<file path="src/rtl/mux4_bus_arbiter_if.sv">
// Handshake bundle between the four bus requesters and the mux select arbiter.
// master = requester side, slave = arbiter side.
interface mux4_bus_arbiter_if;
  logic [3:0] req;
  logic [3:0] done;
  logic [3:0] gnt;
  logic [1:0] sel;
  logic       busy;
  logic       timeout;

  modport master (output req, done, input gnt, sel, busy, timeout);
  modport slave  (input req, done, output gnt, sel, busy, timeout);
endinterface

</file>
<file path="src/rtl/mux4_bus_arbiter.sv">
// Round-robin arbiter owning the 4:1 datapath mux select, with a bounded hold time.
// Define MUX4_ARB_LOCK_EN to add a lock input that suspends the MAX_HOLD release.
module mux4_bus_arbiter #(
  parameter int MAX_HOLD = 8,
  parameter int CNT_W    = 8
) (
  input  logic clk,
  input  logic rst,
`ifdef MUX4_ARB_LOCK_EN
  input  logic lock,
`endif
  mux4_bus_arbiter_if.slave bus
);
  typedef enum logic {IDLE, GRANT} state_t;

  state_t           st;
  logic [1:0]       ptr;
  logic [CNT_W-1:0] cnt;
  logic [3:0]       gnt_q;
  logic [1:0]       sel_q;
  logic             to_q;

  logic [3:0] own;
  logic [3:0] cand;
  logic [1:0] start;
  logic [1:0] win;
  logic       found;
  logic       lk;
  logic       hold_max;
  logic       rel;

  // First set bit of v scanning s, s+1, s+2, s+3 (mod 4); MSB flags a hit.
  function automatic logic [2:0] pick(input logic [3:0] v, input logic [1:0] s);
    logic [2:0] r;
    logic [1:0] idx;
    r = 3'b000;
    for (int k = 3; k >= 0; k--) begin
      idx = s + 2'(k);
      if (v[idx]) r = {1'b1, idx};
    end
    return r;
  endfunction

  for (genvar i = 0; i < 4; i++) begin : g_own
    assign own[i] = (sel_q == 2'(i));
  end

  always_comb begin
`ifdef MUX4_ARB_LOCK_EN
    lk = lock;
`else
    lk = 1'b0;
`endif
    hold_max = (cnt == CNT_W'(MAX_HOLD)) && !lk;
    rel      = (st == GRANT) && (|(bus.done & own) || !(|(bus.req & own)) || hold_max);
    // While granted, the owner is masked so a release hands off to someone else first.
    if (st == GRANT) begin
      cand  = bus.req & ~own;
      start = sel_q + 2'd1;
    end else begin
      cand  = bus.req;
      start = ptr;
    end
    {found, win} = pick(cand, start);
  end

  always_ff @(posedge clk or posedge rst) begin
    if (rst) begin
      st    <= IDLE;
      ptr   <= 2'd0;
      cnt   <= '0;
      gnt_q <= 4'b0000;
      sel_q <= 2'd0;
      to_q  <= 1'b0;
    end else begin
      to_q <= 1'b0;
      case (st)
        IDLE: begin
          if (found) begin
            st    <= GRANT;
            gnt_q <= 4'b0001 << win;
            sel_q <= win;
            cnt   <= CNT_W'(1);
          end
        end
        GRANT: begin
          if (rel) begin
            ptr  <= sel_q + 2'd1;
            to_q <= hold_max && !(|(bus.done & own)) && (|(bus.req & own));
            if (found) begin
              gnt_q <= 4'b0001 << win;
              sel_q <= win;
              cnt   <= CNT_W'(1);
            end else if (|(bus.req & own)) begin
              cnt <= CNT_W'(1);
            end else begin
              // sel keeps the last owner so the mux output stays stable while idle.
              st    <= IDLE;
              gnt_q <= 4'b0000;
              cnt   <= '0;
            end
          end else if (!lk && cnt < CNT_W'(MAX_HOLD)) begin
            cnt <= cnt + CNT_W'(1);
          end
        end
        default: st <= IDLE;
      endcase
    end
  end

  assign bus.gnt     = gnt_q;
  assign bus.sel     = sel_q;
  assign bus.busy    = |gnt_q;
  assign bus.timeout = to_q;
endmodule

</file>
<file path="src/flat_wrapper.sv">
// flat-port wrapper written by rule: the top's interface ports become plain ports
module mux4_bus_arbiter_flat 
#(
  parameter int MAX_HOLD = 8,
  parameter int CNT_W    = 8
)
  (clk, rst, bus_req, bus_done, bus_gnt, bus_sel, bus_busy, bus_timeout);
  mux4_bus_arbiter_if bus_i ();
  input  logic clk;
  input  logic rst;
  input wire logic [$bits(bus_i.req)-1:0] bus_req;
  input wire logic [$bits(bus_i.done)-1:0] bus_done;
  output wire logic [$bits(bus_i.gnt)-1:0] bus_gnt;
  output wire logic [$bits(bus_i.sel)-1:0] bus_sel;
  output wire logic [$bits(bus_i.busy)-1:0] bus_busy;
  output wire logic [$bits(bus_i.timeout)-1:0] bus_timeout;
  assign bus_i.req = bus_req;
  assign bus_i.done = bus_done;
  assign bus_gnt = bus_i.gnt;
  assign bus_sel = bus_i.sel;
  assign bus_busy = bus_i.busy;
  assign bus_timeout = bus_i.timeout;
  mux4_bus_arbiter #(.MAX_HOLD(MAX_HOLD), .CNT_W(CNT_W)) u_core (.clk(clk), .rst(rst), .bus(bus_i));
endmodule
</file>
<file path="config.mk">
export PLATFORM = sky130hd
export DESIGN_NAME = mux4_bus_arbiter_flat
export DESIGN_NICKNAME = d
export VERILOG_FILES = /design/src/rtl/mux4_bus_arbiter_if.sv /design/src/rtl/mux4_bus_arbiter.sv /design/src/flat_wrapper.sv
export SDC_FILE = /design/constraint.sdc
export NUM_CORES = 1
export LEC_CHECK = 0
export CORE_MARGIN = 2
export CORE_UTILIZATION = 53
export DETAILED_ROUTE_END_ITERATION = 10
export GPL_TIMING_DRIVEN = 0
export PLACE_DENSITY = 0.87
export SYNTH_ARGS = -nofsm -noshare
export SYNTH_HDL_FRONTEND = slang
export SYNTH_SLANG_ARGS = --single-unit
</file>
<file path="constraint.sdc">
create_clock -name clk -period 2.3 [get_ports clk]
set_clock_uncertainty 0.15 [all_clocks]
set_input_delay 0.575 -clock clk [delete_from_list [all_inputs] [get_ports clk]]
set_output_delay 0.575 -clock clk [all_outputs]
set_load 0.01 [all_outputs]
</file>
# ---- Yosys cells after proc, flatten, opt, wreduce, memory -nomap -nowiden
# Cells that the tools add are included.
dict set report classes {
  eq_ne 8
  add_sub_neg 5
  shift 1
  n_bitwise 5
  n_reduce_logical 14
  muxes 35
  n_lt_le_gt_ge 5
}
# cell count
set op_table {}
lappend op_table {{two-way mux 8 bit} 4}
lappend op_table {{two-way mux 4 bit} 5}
lappend op_table {{case mux 8 bit (2 select lines)} 1}
lappend op_table {{bitwise AND 4 bit} 3}
lappend op_table {{less-than comparator 2 x 3 -> 1 bit (second input constant)} 4}
lappend op_table {{two-way mux 3 bit} 4}
lappend op_table {{OR reduction 4 bit} 3}
lappend op_table {{two-way mux 1 bit} 11}
lappend op_table {{adder 8 x 1 -> 8 bit (second input constant)} 1}
lappend op_table {{binary-select mux 1 bit (select 2 bit)} 4}
lappend op_table {{equality test 8 x 4 -> 1 bit (second input constant)} 1}
lappend op_table {{less-than comparator 8 x 4 -> 1 bit (second input constant)} 1}
lappend op_table {{case mux 4 bit (2 select lines)} 1}
lappend op_table {{two-way mux 2 bit} 3}
lappend op_table {{inequality test 3 bit (second input constant)} 2}
lappend op_table {{adder 2 x 1 -> 2 bit (second input constant)} 2}
lappend op_table {{adder 2 bit (second input constant)} 2}
lappend op_table {{equality test 2 bit (second input constant)} 2}
lappend op_table {{inverter 4 bit} 1}
lappend op_table {{case mux 2 bit (2 select lines)} 1}
lappend op_table {{AND reduction 2 bit} 2}
lappend op_table {{left shift 1 x 2 -> 4 bit (first input constant)} 1}
lappend op_table {{logical AND 1 bit} 3}
lappend op_table {{AND reduction 3 bit} 1}
lappend op_table {{other kinds (8)} 10}
dict set report word_totals {
  output_inout_bits 8
  reg_bits 18
  inputBits 10
  wordCells 79
}

# ---- Depth between registers and ports, before layout
dict set report logic_depth {
  word_depth 14
  depth_mapped 7
  mapped_depth_nobuf 7
}

# ---- Least setup slack after synthesis
# Ideal clock, no wire load.
dict set report synth_timing {
  path_kind {register to register}
  from {register u_core.sel_q[0], in the netlist u_core.bus.sel[0]}
  to {register u_core.ptr[0]}
  path_stages_with_launch 8
  synth_period_minus_slack_ns 2.186
  arrival_time_ns 1.911
  path_slack_ns 0.114
  setup_ns 0.125
  path_cell_list {dfrtp_1 inv_1 ha_1 a22o_1 a211oi_4 nand2_1 nand2_1 mux2_2}
}
dict set report synth_between {
  elab_chain_cells 8
  elab_cells_between_ends 14
  cone_classes {1 x add/sub; 3 x eq/ne; 2 x bitwise; 8 x reduce/logical}
}
# element line_no
set synth_rtl {}
lappend synth_rtl {{start, declared} mux4_bus_arbiter.sv:20} ;# logic [1:0] sel_q;
lappend synth_rtl {{start signal, assigned} mux4_bus_arbiter.sv:82} ;# sel_q <= win;
lappend synth_rtl {{start signal, assigned} mux4_bus_arbiter.sv:92} ;# sel_q <= win;
lappend synth_rtl {{equality test 2 x 1 -> 1 bit, or another cell as far along} mux4_bus_arbiter.sv:45} ;# assign own[i] = (sel_q == 2'(i));
lappend synth_rtl {{bitwise AND 4 bit} mux4_bus_arbiter.sv:55} ;# rel = (st == GRANT) && (|(bus.done & own) || !(|(bus.req & own)) || hold_max);
lappend synth_rtl {{OR reduction 4 bit} mux4_bus_arbiter.sv:55}
lappend synth_rtl {{zero test 1 bit} mux4_bus_arbiter.sv:55}
lappend synth_rtl {{logical OR 1 bit (2 in series)} mux4_bus_arbiter.sv:55}
lappend synth_rtl {{logical AND 1 bit} mux4_bus_arbiter.sv:55}
lappend synth_rtl {{AND reduction 2 bit (no line)} --}
lappend synth_rtl {{end signal, assigned} mux4_bus_arbiter.sv:88} ;# ptr <= sel_q + 2'd1;
lappend synth_rtl {{end, declared} mux4_bus_arbiter.sv:17} ;# logic [1:0] ptr;
# Several ways; a longest one is shown, not always the timed one.
# A chain may end at the register's enable or synchronous reset.

# ---- Worst setup path in the final report
dict set report layout_timing {
  from {register u_core.gnt_q[2], in the netlist u_core.bus.gnt[2]}
  to {output bus_busy}
}
dict set report layout_between {
  elab_chain_cells 1
}
# element line_no
set layout_rtl {}
lappend layout_rtl {{start, declared} mux4_bus_arbiter.sv:19} ;# logic [3:0] gnt_q;
lappend layout_rtl {{start signal, assigned} mux4_bus_arbiter.sv:81} ;# gnt_q <= 4'b0001 << win;
lappend layout_rtl {{start signal, assigned} mux4_bus_arbiter.sv:91} ;# gnt_q <= 4'b0001 << win;
lappend layout_rtl {{OR reduction 4 bit} mux4_bus_arbiter.sv:113} ;# assign bus.busy = |gnt_q;
lappend layout_rtl {{end, declared} flat_wrapper.sv:15} ;# output wire logic [$bits(bus_i.busy)-1:0] bus_busy;
# No other way between the ends.

==> flow_metrics.py <==
metrics = {
    "status": {
        "outcome": "complete, no violations",
    },
    "worst_setup_path": {
        "cp_data_arrival_time_ns": 1.50,
        "crit_type": "reg2out",
        "worstPathCellList": "or4_1, clkdlybuf4s15_1",
        "crit_path_end_kind": "output port",
        "r2r-end": "u_core.bus.gnt[0]",
        "cp-start-kind": "flip-flop",
        "ff2ff_path_depth": 8,
        "cp.required_ns": 1.57,
        "rrSetupSlack_ns": 0.10,
        "crit_slowest_cell": "or4_1",
        "r2r-start": "u_core.bus.sel[1]",
        "cpPeakStageDelay_ns": 0.54,
        "worst-path-max-fanout": 3,
    },
    "global_routing": {
        "overflow": 0,
        "grt_pass1_vias": 1030,
        "antenna_found_initial": 0,
        "grt_usage_pct": 22.1,
        "grt_max_degree": 19,
        "grt_pass1_wl_um": 4370,
    },
    "clocking": {
        "cts.sinks": 18,
        "htreeDepth": 1,
        "insertion_delay_ns": 0.30,
        "cts_tree": "built",
        "cts_buffer_depth": 2,
        "cts_root_buffer": "clkbuf_4",
        "path_clk_slew_ns": 0.10,
        "numCtsBuffers": 3,
        "postCtsHoldBufs": 0,
    },
    "route": {
        "drc": 0,
        "vias": 1015,
        "routedWlPerCell_um": 15.9,
        "routed_wl_um": 2690,
        "drtAntennaViolNets": 0,
        "via_per_inst": 6.01,
        "firstDrtPassIters": 4,
        "first_iter_violations": 12,
    },
    "synth": {
        "synth_xor_area_share_pct": 0,
        "synth_top_family_by_area": "compound AO/OA/AOI/OAI gates",
        "synthAdderAreaFrac_pct": 7.30,
        "synth_warnings": 0,
        "synthMuxAreaShare_pct": 4.48,
        "synth-edff-count": 0,
        "yosysTopAreaCellShare_pct": 37.5,
        "netlist_top_cells_count": "18 x dfrtp_1, 12 x nor2_1, 11 x nand2_1",
        "yosys.area.top_type": "dfrtp_1",
        "ys_seq_area_share_pct": 37.5,
        "yosys.area_share.simple_pct": 19.4,
        "synth.area.top_cells": "dfrtp_1 38%, ha_1 7.3%, nor2_1 3.8%, a22o_1 3.6%, nand2_1 3.4%",
        "synth_async_sr_flop_share_pct": 100,
        "postSynthCellCount": 118,
        "synth-compound-area-share_pct": 27.5,
        "ys_seq_elements": 18,
        "ys_types": 41,
        "yosysMostFrequentCell": "dfrtp_1",
        "synth_fp_nets": 135,
        "syn-cell-area_mm2": 0.00120,
        "synthFlopType": "dfrtp_1",
        "syn_area_per_cell_um2": 10.2,
    },
    "timing": {
        "finalHoldViolCount": 0,
        "slew_headroom_pct": 56.4,
        "period_needed_ns": 2.23,
        "tightest_slew_ns": 0.654,
        "slew_violations": 0,
        "setup_viol": 0,
        "max_freq_mhz": 449,
        "finalCritPeriodShare_pct": 96.8,
    },
    "placed_design": {
        "dp_hpwl_um": 2070,
        "dp_cells": 163,
        "routabilityCongestion": 0.745,
        "place_area_mm2": 0.00141,
        "portBuffers": 17,
    },
    "layout": {
        "diodes": 0,
        "drive_gt1_share_pct": 22.0,
        "layoutNonFillerInstCount": 169,
        "regArea_um2": 453,
        "syn_to_final_growth_pct": 22.8,
        "postLayoutCellArea_mm2": 0.00147,
        "multi_input_area_um2": 726,
        "n_fill_cell": 171,
        "layout.nets": 160,
    },
    "die": {
        "chipWidth_um": 51.6,
        "initial_utilization_pct": 55.3,
        "ioPinCount": 18,
        "fp.coreArea_mm2": 0.00217,
        "row_count": 17,
        "die_area_mm2": 0.00266,
        "die-height_um": 51.6,
    },
    "pwr": {
        "sw_frac_of_total_pct": 43.4,
        "powerDensity_mw_per_mm2": 1310,
        "seq_power_share_pct": 25.4,
        "power_frac_clock_pct": 8.2,
        "p_leak_nw": 0.658,
        "intPower_mw": 1.09,
        "power.switching_mw": 0.838,
        "peakVddDrop_uv": 690,
        "p_comb_share_pct": 66.4,
    },
    "worst_hold_path": {
        "hp-start": "u_core.cnt[7]",
        "worstHoldPathCells": 2,
        "min_path_type": "reg2reg",
        "holdPathEnd": "u_core.cnt[7]",
    },
    "run": {
        "maxCapViolCount": 0,
    },
}
[flip-flops by register name (all words and copies together) (netlist names)]
signal	count
u_core.ptr	2
u_core.bus.sel	2
u_core.st	1
u_core.cnt	8
u_core.bus.timeout	1
u_core.bus.gnt	4
[metrics by stage]
stage / setup WS (ns) / hold slack, ns / util [%] / setup TNS [ns] / power [mW]
final: 0.0740 / 0.387 / 67.9 / 0 / 1.93
after global routing: -0.000761 / 0.402 / 67.9 / -0.000761 / 2.07
after CTS: 0.00920 / 0.383 / 67.0 / 0 / 1.88
after detailed placement: -0.306 / 0.358 / 64.8 / -3.72 / 1.69
after global placement: -0.225 / 0.338 / 64.8 / -2.69 / 1.61
after floorplan: 0.114 / 0.317 / - / 0 / 1.35
[metal layers]
metal	global-route usage, %	vias to the layer above	part of all wire, %
met3	2.87	5	3.7
met2	40.0	27	53
met4	9.65	0	1.6
met5	0	-	0
li1	-	485	-
met1	26.2	498	41
[worst max path at each step]
| stage | to | depth (start not counted) | slack (ns) | from |
|---|---|---|---|---|
| after CTS | u_core.bus.gnt[0] | 8 | 0.009 | u_core.bus.sel[0] |
| after global routing | u_core.bus.gnt[0] | 8 | -0.0008 | u_core.bus.sel[1] |
| after detailed placement | u_core.ptr[0] | 6 | -0.31 | bus_req[0] |
| after global placement | u_core.bus.gnt[0] | 6 | -0.22 | bus_req[0] |
| after floorplan | u_core.ptr[0] | 7 | 0.11 | u_core.bus.sel[0] |
| final | bus_busy | 2 | 0.07 | u_core.bus.gnt[2] |
[timing repair]
item | 4_1_cts | 5_1_grt
setup buffers | 2 | 1
pin swaps | 1 | 0
gates resized for setup | 4 | 6
setup endpoints to repair | 13 | 17
[final cells by class]
cell class / instances / share of cell area [%]
Multi-Input combinational cell: 90 / 49.2
Sequential cell: 18 / 30.7
Timing Repair Buffer: 20 / 13.1
Tap cell: 28 / 2.38
Inverter: 8 / 2.04
Clock buffer: 3 / 1.53
Buffer: 2 / 1.02
[worst max-delay path: cells and delay by family, from the launching register on]
family,cells,cell delay (ns)
buffers and inverters,1,0.25
and+or+nand+nor,1,0.54
DFF,1,0.41
[power by group through the flow]
stage / clock network, mW / logic (mW) / registers [mW]
floorplan: 0 / 0.859 / 0.492
global placement: 0 / 1.13 / 0.486
detailed placement: 0 / 1.19 / 0.494
CTS: 0.153 / 1.24 / 0.487
global route: 0.171 / 1.40 / 0.499
finish: 0.157 / 1.28 / 0.491
[layout by cell type, fill, tap and decap left out, drive strengths merged, types with 3 or more instances in the layout]
cell,instances
a21boi,5
a22o,5
a32o,4
a41oi,3
and2,3
and3,4
buf,5
clkbuf,3
clkdlybuf4s50,16
dfrtp,18
ha,7
inv,8
mux2,3
nand2,11
nand3,3
nor2,12
nor2b,3
o21ai,3
[kinds of logic after synthesis]
kind of cell             Yosys count
adder cells (fa/ha/maj)            7
buffers and inverters             10
flip-flops                        18
AO/OA/AOI/OAI                     36
AND/OR/NAND/NOR                   42
multiplexers                       5
No activity file was read; power rests on OpenSTA's default activity.
